[src/rtl/led_fx_pkg.sv]
// rtl/led_fx_pkg.sv - shared LED effect constants and helpers
// gamma_sq switches to square-law correction when LED_TRAIL_GAMMA_EN is defined.
package led_fx_pkg;

   localparam int LED_COUNT = 8;

   function automatic int unsigned sat_sub(input int unsigned a, input int unsigned b);
      return (a > b) ? (a - b) : 32'd0;
   endfunction

   // Maps a target brightness to the value compared against the PWM counter.
   function automatic int unsigned gamma_sq(input int unsigned b, input int unsigned bits);
`ifdef LED_TRAIL_GAMMA_EN
      return (b * b) >> bits;
`else
      return b & ((32'd1 << bits) - 32'd1);
`endif
   endfunction

endpackage

[src/rtl/led_trail_fader_if.sv]
// rtl/led_trail_fader_if.sv - pattern/step link from the LED sequencer
interface led_trail_fader_if;

   logic [7:0] i_led;
   logic       i_step;

   modport master (output i_led, output i_step);
   modport slave  (input  i_led, input  i_step);

endinterface

[src/rtl/led_pwm_channel.sv]
// rtl/led_pwm_channel.sv - one LED: decaying brightness, frame latch and PWM compare
module led_pwm_channel
   import led_fx_pkg::*;
#(
   parameter int PWM_BITS   = 4,
   parameter int DECAY_STEP = 4
) (
   input  logic                clk_i,
   input  logic                rst_ni,
   input  logic                enable_i,
   input  logic                step_i,
   input  logic                led_i,
   input  logic                latch_i,
   input  logic [PWM_BITS-1:0] pwm_cnt_i,
   output logic                pwm_o
);

   localparam int unsigned MAX = (1 << PWM_BITS) - 1;

   logic [PWM_BITS-1:0] bright_q, bright_d;
   logic [PWM_BITS-1:0] active_q, active_d;
   logic                pwm_q, pwm_d;

   always_comb begin
      bright_d = bright_q;
      active_d = active_q;
      pwm_d    = 1'b0;
      if (enable_i) begin
         if (step_i) begin
            bright_d = led_i ? PWM_BITS'(MAX)
                             : PWM_BITS'(sat_sub(32'(bright_q), DECAY_STEP));
         end
         // Latch samples the pre-step brightness so a frame never changes mid-way.
         if (latch_i) begin
            active_d = PWM_BITS'(gamma_sq(32'(bright_q), PWM_BITS));
         end
         pwm_d = (active_q > pwm_cnt_i);
      end else begin
         bright_d = '0;
         active_d = '0;
      end
   end

   always_ff @(posedge clk_i or negedge rst_ni) begin
      if (!rst_ni) begin
         bright_q <= '0;
         active_q <= '0;
         pwm_q    <= 1'b0;
      end else begin
         bright_q <= bright_d;
         active_q <= active_d;
         pwm_q    <= pwm_d;
      end
   end

   assign pwm_o = pwm_q;

endmodule

[src/rtl/led_trail_fader.sv]
// rtl/led_trail_fader.sv - comet-tail LED fader: shared PWM counter plus per-LED channels
// Build option LED_TRAIL_GAMMA_EN selects square-law brightness correction.
module led_trail_fader
   import led_fx_pkg::*;
#(
   parameter int PWM_BITS   = 4,
   parameter int DECAY_STEP = 4
) (
   input  logic                 i_clk,
   input  logic                 i_reset_n,
   led_trail_fader_if.slave     seq,
   input  logic                 i_enable,
   output logic [LED_COUNT-1:0] o_pwm,
   output logic                 o_frame
);

   localparam logic [PWM_BITS-1:0] CNT_MAX = '1;

   logic [PWM_BITS-1:0] pwm_cnt_q, pwm_cnt_d;
   logic                frame_q, frame_d;
   logic                latch;

   always_comb begin
      pwm_cnt_d = '0;
      frame_d   = 1'b0;
      if (i_enable) begin
         pwm_cnt_d = pwm_cnt_q + 1'b1;
         frame_d   = (pwm_cnt_q == '0);
      end
   end

   assign latch = (pwm_cnt_q == CNT_MAX);

   always_ff @(posedge i_clk or negedge i_reset_n) begin
      if (!i_reset_n) begin
         pwm_cnt_q <= '0;
         frame_q   <= 1'b0;
      end else begin
         pwm_cnt_q <= pwm_cnt_d;
         frame_q   <= frame_d;
      end
   end

   assign o_frame = frame_q;

   for (genvar g = 0; g < LED_COUNT; g++) begin : g_chan
      led_pwm_channel #(
         .PWM_BITS   (PWM_BITS),
         .DECAY_STEP (DECAY_STEP)
      ) u_chan (
         .clk_i     (i_clk),
         .rst_ni    (i_reset_n),
         .enable_i  (i_enable),
         .step_i    (seq.i_step),
         .led_i     (seq.i_led[g]),
         .latch_i   (latch),
         .pwm_cnt_i (pwm_cnt_q),
         .pwm_o     (o_pwm[g])
      );
   end

endmodule

[src/flat_wrapper.sv]
// flat-port wrapper written by rule: the top's interface ports become plain ports
module led_trail_fader_flat import led_fx_pkg::*;
#(
   parameter int PWM_BITS   = 4,
   parameter int DECAY_STEP = 4
)
  (i_clk, i_reset_n, i_enable, o_pwm, o_frame, seq_i_led, seq_i_step);
  led_trail_fader_if seq_i ();
  input  logic i_clk;
  input  logic i_reset_n;
  input  logic i_enable;
  output logic [LED_COUNT-1:0] o_pwm;
  output logic o_frame;
  input wire logic [$bits(seq_i.i_led)-1:0] seq_i_led;
  input wire logic [$bits(seq_i.i_step)-1:0] seq_i_step;
  assign seq_i.i_led = seq_i_led;
  assign seq_i.i_step = seq_i_step;
  led_trail_fader #(.PWM_BITS(PWM_BITS), .DECAY_STEP(DECAY_STEP)) u_core (.i_clk(i_clk), .i_reset_n(i_reset_n), .seq(seq_i), .i_enable(i_enable), .o_pwm(o_pwm), .o_frame(o_frame));
endmodule
[config.mk]
export PLATFORM = sky130hd
export DESIGN_NAME = led_trail_fader_flat
export DESIGN_NICKNAME = d
export VERILOG_FILES = /design/src/rtl/led_fx_pkg.sv /design/src/rtl/led_trail_fader_if.sv /design/src/rtl/led_pwm_channel.sv /design/src/rtl/led_trail_fader.sv /design/src/flat_wrapper.sv
export SDC_FILE = /design/constraint.sdc
export NUM_CORES = 1
export LEC_CHECK = 0
export ABC_AREA = 1
export CORE_ASPECT_RATIO = 1.2
export CORE_MARGIN = 2
export CORE_UTILIZATION = 29
export DETAILED_ROUTE_END_ITERATION = 10
export DONT_BUFFER_PORTS = 1
export GPL_TIMING_DRIVEN = 1
export PLACE_DENSITY_LB_ADDON = 0.1
export SYNTH_ARGS = -nofsm -noshare
export SYNTH_HDL_FRONTEND = slang
export SYNTH_SLANG_ARGS = --single-unit
[constraint.sdc]
create_clock -name i_clk -period 1.8 [get_ports i_clk]
set_input_delay 0.36 -clock i_clk [delete_from_list [all_inputs] [get_ports i_clk]]
set_output_delay 0.36 -clock i_clk [all_outputs]
set_load 0.005 [all_outputs]
Word-level counts from Yosys, hierarchy flattened
Cells that the tools add are included.
{ "totals": {"regBits": 77, "in_bits": 12, "out_inout_bits": 9} }
{ "classes": {"n_addsub": 9, "n_lt_le_gt_ge": 16, "eq_ne": 3, "mux": 58, "n_reduce_logical": 1} }
{ "ops": {"columns": ["operator", "count"], "rows": [
  ["4-bit two-way mux", 49],
  ["4-bit by 3-bit greater-than comparator with 1-bit output, second input constant", 8],
  ["4-bit greater-than comparator", 8],
  ["4-bit by 3-bit subtractor with 4-bit output, second input constant", 8],
  ["1-bit two-way mux", 9],
  ["4-bit by 1-bit adder with 4-bit output, second input constant", 1],
  ["4-bit equality test, second input constant", 1],
  ["4-bit logical NOT", 1],
  ["2-bit by 1-bit != test with 1-bit output, second input constant", 2]
]} }

Longest topological paths before layout
{ "logic_depth": {"word_depth": 5, "ltp_mapped": 9, "depth_no_buf": 8} }

Cells and area by module
A second synthesis with hierarchy kept.
{ "unflattened": {"cells_unflattened": 458, "area_unflattened_um2": 3687.3} }
{ "modules_own_cells": {"columns": ["module", "n_inst", "cells_per_inst", "area_each_um2", "seq_area_each_um2"], "rows": [
  ["led_pwm_channel", 8, 54, 432.9, 175.2],
  ["led_trail_fader", 1, 26, 224.0, 125.1]
]} }

Least setup slack after synthesis
Ideal clock, no wire load.
{ "synth_timing": {"path_kind": "reg2reg", "start": "reg u_core.pwm_cnt_q[0]", "end": "reg u_core.g_chan[1].u_chan.active_q[1]", "arrival_ns": 1.207, "required_ns": 1.684, "slack_ns": 0.477, "stages_incl_launch_ff": 10, "n_path_buf": 1, "period_less_slack_ns": 1.323, "cell_sequence": "dfrtp_1 ha_1 nand2_1 inv_2 nand2_4 nand2_2 inv_4 buf_6 nand2_1 nand2_1"} }
{ "synth_via": {"elab_chain_len": 2} }
{ "synth_lines": {"columns": ["element", "line", "text"], "rows": [
  ["start, declared", "led_trail_fader.sv:19", "logic [PWM_BITS-1:0] pwm_cnt_q, pwm_cnt_d;"],
  ["start signal, assigned", "led_trail_fader.sv:39", "pwm_cnt_q <= pwm_cnt_d;"],
  ["4-bit equality test", "led_trail_fader.sv:32", "assign latch = (pwm_cnt_q == CNT_MAX);"],
  ["2-bit by 1-bit != test with 1-bit output (no source line)", null, null],
  ["end signal, assigned", "led_pwm_channel.sv:51", "active_q <= active_d;"],
  ["end, declared", "led_pwm_channel.sv:21", "logic [PWM_BITS-1:0] active_q, active_d;"]
]} }
No other way between the ends.
A chain may end at the register's enable or synchronous reset.

Final worst setup path
{ "layout_timing": {"start": "reg u_core.pwm_cnt_q[3]", "end": "reg u_core.g_chan[1].u_chan.pwm_q"} }
{ "layout_via": {"elab_chain_len": 2} }
{ "layout_lines": {"columns": ["element", "line", "text"], "rows": [
  ["4-bit greater-than comparator", "led_pwm_channel.sv:37", "pwm_d = (active_q > pwm_cnt_i);"],
  ["1-bit two-way mux", "led_pwm_channel.sv:28", "if (enable_i) begin"],
  ["via u_core.g_chan[1].u_chan.pwm_d", "led_pwm_channel.sv:22", "logic pwm_q, pwm_d;"],
  ["end signal, assigned", "led_pwm_channel.sv:52", "pwm_q <= pwm_d;"],
  ["end, declared", "led_pwm_channel.sv:22", null]
]} }
The timed path passes the listed nets, and every way through them passes these cells.

==> impl_metrics.csv <==
group,metric,value,unit
sta,max_freq,0.654,GHz
worst_setup_path,crit_path_max_incr_delay,0.42,ns
detailed_routing,via_per_inst,4.32,
detailed_routing,dr.pass1.iters,4,
logic_synthesis,synth_top_area_share,42.4,%
worst_setup_path,rr_worst_depth,5,
worst_setup_path,slowest_stage,"dfrtp_1",
job,drv_cap,0,
power,power_leakage,0.00226,uW
status,violations,"negative hold slack",
clock_network,clk_path_buf_depth,2,
worst_setup_path,worstSetupPathType,"flip-flop to flip-flop",
global_route,grt_pass1_vias,2734,
floorplanning,rows,44,
power,seqPwrFrac,40.0,%
logic_synthesis,syn_inst,461,
global_route,grt.total_usage,13.3,%
sta,drv_slew,0,
power,p_per_area,929,mW/mm^2
power,switchingPower,885,uW
logic_synthesis,yosysSeqAreaShare,42.4,%
floorplanning,initial_utilization,29.7,%
finish,nets,512,
worst_setup_path,cp_max_fo,10,
placement,place_hpwl,5550,um
clock_network,cts.sinks,61,
logic_synthesis,synth_area_per_cell,7.81,um^2
clock_network,clock_latency,0.33,ns
detailed_routing,antenna_left,0,
status,outcome,"finished with violations",
clock_network,cts_tree,"yes",
power,power,3730,uW
detailed_routing,drc,0,
power,ir_worst_vdd,485,uV
placement,globalplace.congestion,0.736,
clock_network,postCtsSetupBuffers,0,
sta,setup_viol,0,
sta,worst_pin_slew,0.517,ns
power,pwr-share-comb,9.1,%
placement,place_area,0.00369,mm^2
floorplanning,die_height,126,um
sta,final_hold_viol_count,61,
finish,drive_above_1_share,6.25,%
detailed_routing,vias,2698,
placement,portBuffers,0,
finish,n_fill_cell,1336,
worst_setup_path,cp-end-kind,"flip-flop",
sta,finalCritPeriodShare,84.9,%
logic_synthesis,ys_ff_latch,61,
sta,min_period,1.53,ns
clock_network,cts_buffers,9,
logic_synthesis,synth_area_leaders,"dfrtp_1, nand2_1, ha_1",
clock_network,htreeDepth,3,
worst_setup_path,path_cells,"inv_1, ha_1, nand2_1, o21ai_0, a21oi_1",
worst_setup_path,worstPathArrival,1.77,ns
worst_setup_path,startpoint_type,"flip-flop",
finish,fin_area,0.00402,mm^2
worst_setup_path,cp.required,2.04,ns
sta,finClkSkew,0.00495,ns
sta,rsz0062_at_grt,"false",
global_route,overflow,0,
global_route,grt_pass1_wl,13800,um
logic_synthesis,ys_types,18,
min_path,hp-class,"primary input to asynchronous set/reset pin",
floorplanning,design.core.area,0.0121,mm^2
power,p_int,2850,uW
finish,num_antenna_cells,0,
clock_network,cts_resized,0,
finish,fin_cells,625,
floorplanning,die_w,106,um
power,netSwitchingFraction,23.7,%
global_route,grt_start_max_net_pins,62,
detailed_routing,routed_wl,7940,um
logic_synthesis,yosys.area.top_type,"dfrtp_1",
placement,placed_cells,609,
floorplanning,dieArea,0.0133,mm^2
logic_synthesis,syn_nets,514,
finish,area_delta_synth_final,11.5,%
clock_network,clk_pin_slew,0.05,ns
global_route,antenna_found_initial,0,
logic_synthesis,synth_area,0.00360,mm^2
detailed_routing,drt_iter0_drc,96,
sta,slew_headroom,65.5,%
logic_synthesis,yosysWarnings,0,
power,p_clk_share,51.0,%
floorplanning,boundaryPins,21,
sta,setup_tns,0,ns
sta,fin_hold_ws,-0.269,ns
detailed_routing,wire_per_inst,12.7,um
clock_network,clockRootBuffer,"clkbuf_16",
==> worst paths after layout <==
check	from	to	slack [ns]
worst max-delay path	u_core.pwm_cnt_q[3]	u_core.g_chan[1].u_chan.pwm_o	0.27
worst min-delay path	i_reset_n	u_core.g_chan[2].u_chan.bright_q[0]	-0.27
max in group asynchronous	i_reset_n	u_core.g_chan[0].u_chan.pwm_o	1.95
min in group i_clk	i_enable	u_core.g_chan[6].u_chan.bright_q[0]	0.16
worst max register to register	u_core.pwm_cnt_q[3]	u_core.g_chan[1].u_chan.pwm_o	0.27
worst min register to register	u_core.g_chan[3].u_chan.active_q[3]	u_core.g_chan[3].u_chan.active_q[3]	0.48
==> state kept, by name, indices dropped and copies added, names as in the netlist <==
signal and count:
u_core.g_chan.u_chan.bright_q 24, u_core.o_frame 1, u_core.pwm_cnt_q 4, u_core.g_chan.u_chan.pwm_o 8
u_core.g_chan.u_chan.active_q 24
==> cells in the mapped netlist (all sizes together) <==
library cell,number
nor3,1
nor2,22
dfrtp,61
nand2,185
a21oi,27
o211ai,1
nand3,12
o21bai,8
o21ai,16
buf,15
ha,41
inv,72
==> critical path: cells and delay by family (launching register included) <==
family | cells | cell delay [ns]
flops | 1 | 0.42
compound gates | 2 | 0.24
simple gates | 1 | 0.09
buf+inv | 1 | 0.35
fa+ha+maj | 1 | 0.33
==> power by group through the flow <==
stage | combinational, uW | clock, uW | sequential [uW]
floorplan | 304 | 0 | 1500
global placement | 333 | 0 | 1520
detailed placement | 344 | 0 | 1520
CTS | 346 | 1980 | 1490
global route | 407 | 2020 | 1500
finish | 338 | 1900 | 1490
==> layout by cell type (no fill, tap or decap) <==
master	netlist	routed
nand2_1	180	180
inv_1	67	67
dfrtp_1	61	61
ha_1	41	41
a21oi_1	27	27
nor2_1	20	20
o21ai_0	16	16
nand3_1	12	12
clkbuf_16	0	9
o21bai_1	8	8
inv_2	4	4
nand2_2	3	3
nand2_4	2	2
nor2_4	2	2
clkinv_2	0	2
clkbuf_8	0	2
bufinv_16	0	2
buf_4	11	2
nor3_1	1	1
inv_4	1	1
o211ai_1	1	1
clkbuf_1	0	1
==> stage by stage <==
step,worst slack [ns],util (%),hold WS (ns)
floorplan,0.477,-,0.0644
global placement,0.262,30.5,0.0659
detailed placement,0.251,30.5,0.0671
CTS,0.235,33.2,-0.291
global route,0.131,33.2,-0.288
finish,0.271,33.2,-0.269
==> kinds of logic (layout without fill, tap and decap cells) <==
group	after synthesis	count (layout)	share of synthesized area, %
buffers and inverters	87	90	11.1
DFF	61	61	42.4
AOI/OAI and AO/OA	52	52	7.85
and+or+nand+nor	220	220	24.4
adders and majority gates	41	41	14.2
==> final cells by class <==
cell class	count	area [um^2]	area share, %
Multi-Input combinational cell	313	1680	41.7
Sequential cell	61	1530	38.0
Inverter	72	273	6.79
Clock buffer	12	256	6.38
Tap cell	161	201	5.01
Clock inverter	4	70.1	1.74
Timing Repair Buffer	2	15.0	0.374
==> routing by layer <==
layer	wire [um]	track usage, %	vias up
met5	0	0	-
met4	127	4.88	0
met3	277	3.36	10
met2	3580	21.0	26
met1	3950	17.7	1247
li1	-	-	1415
No activity file was read; power rests on OpenSTA's default activity.
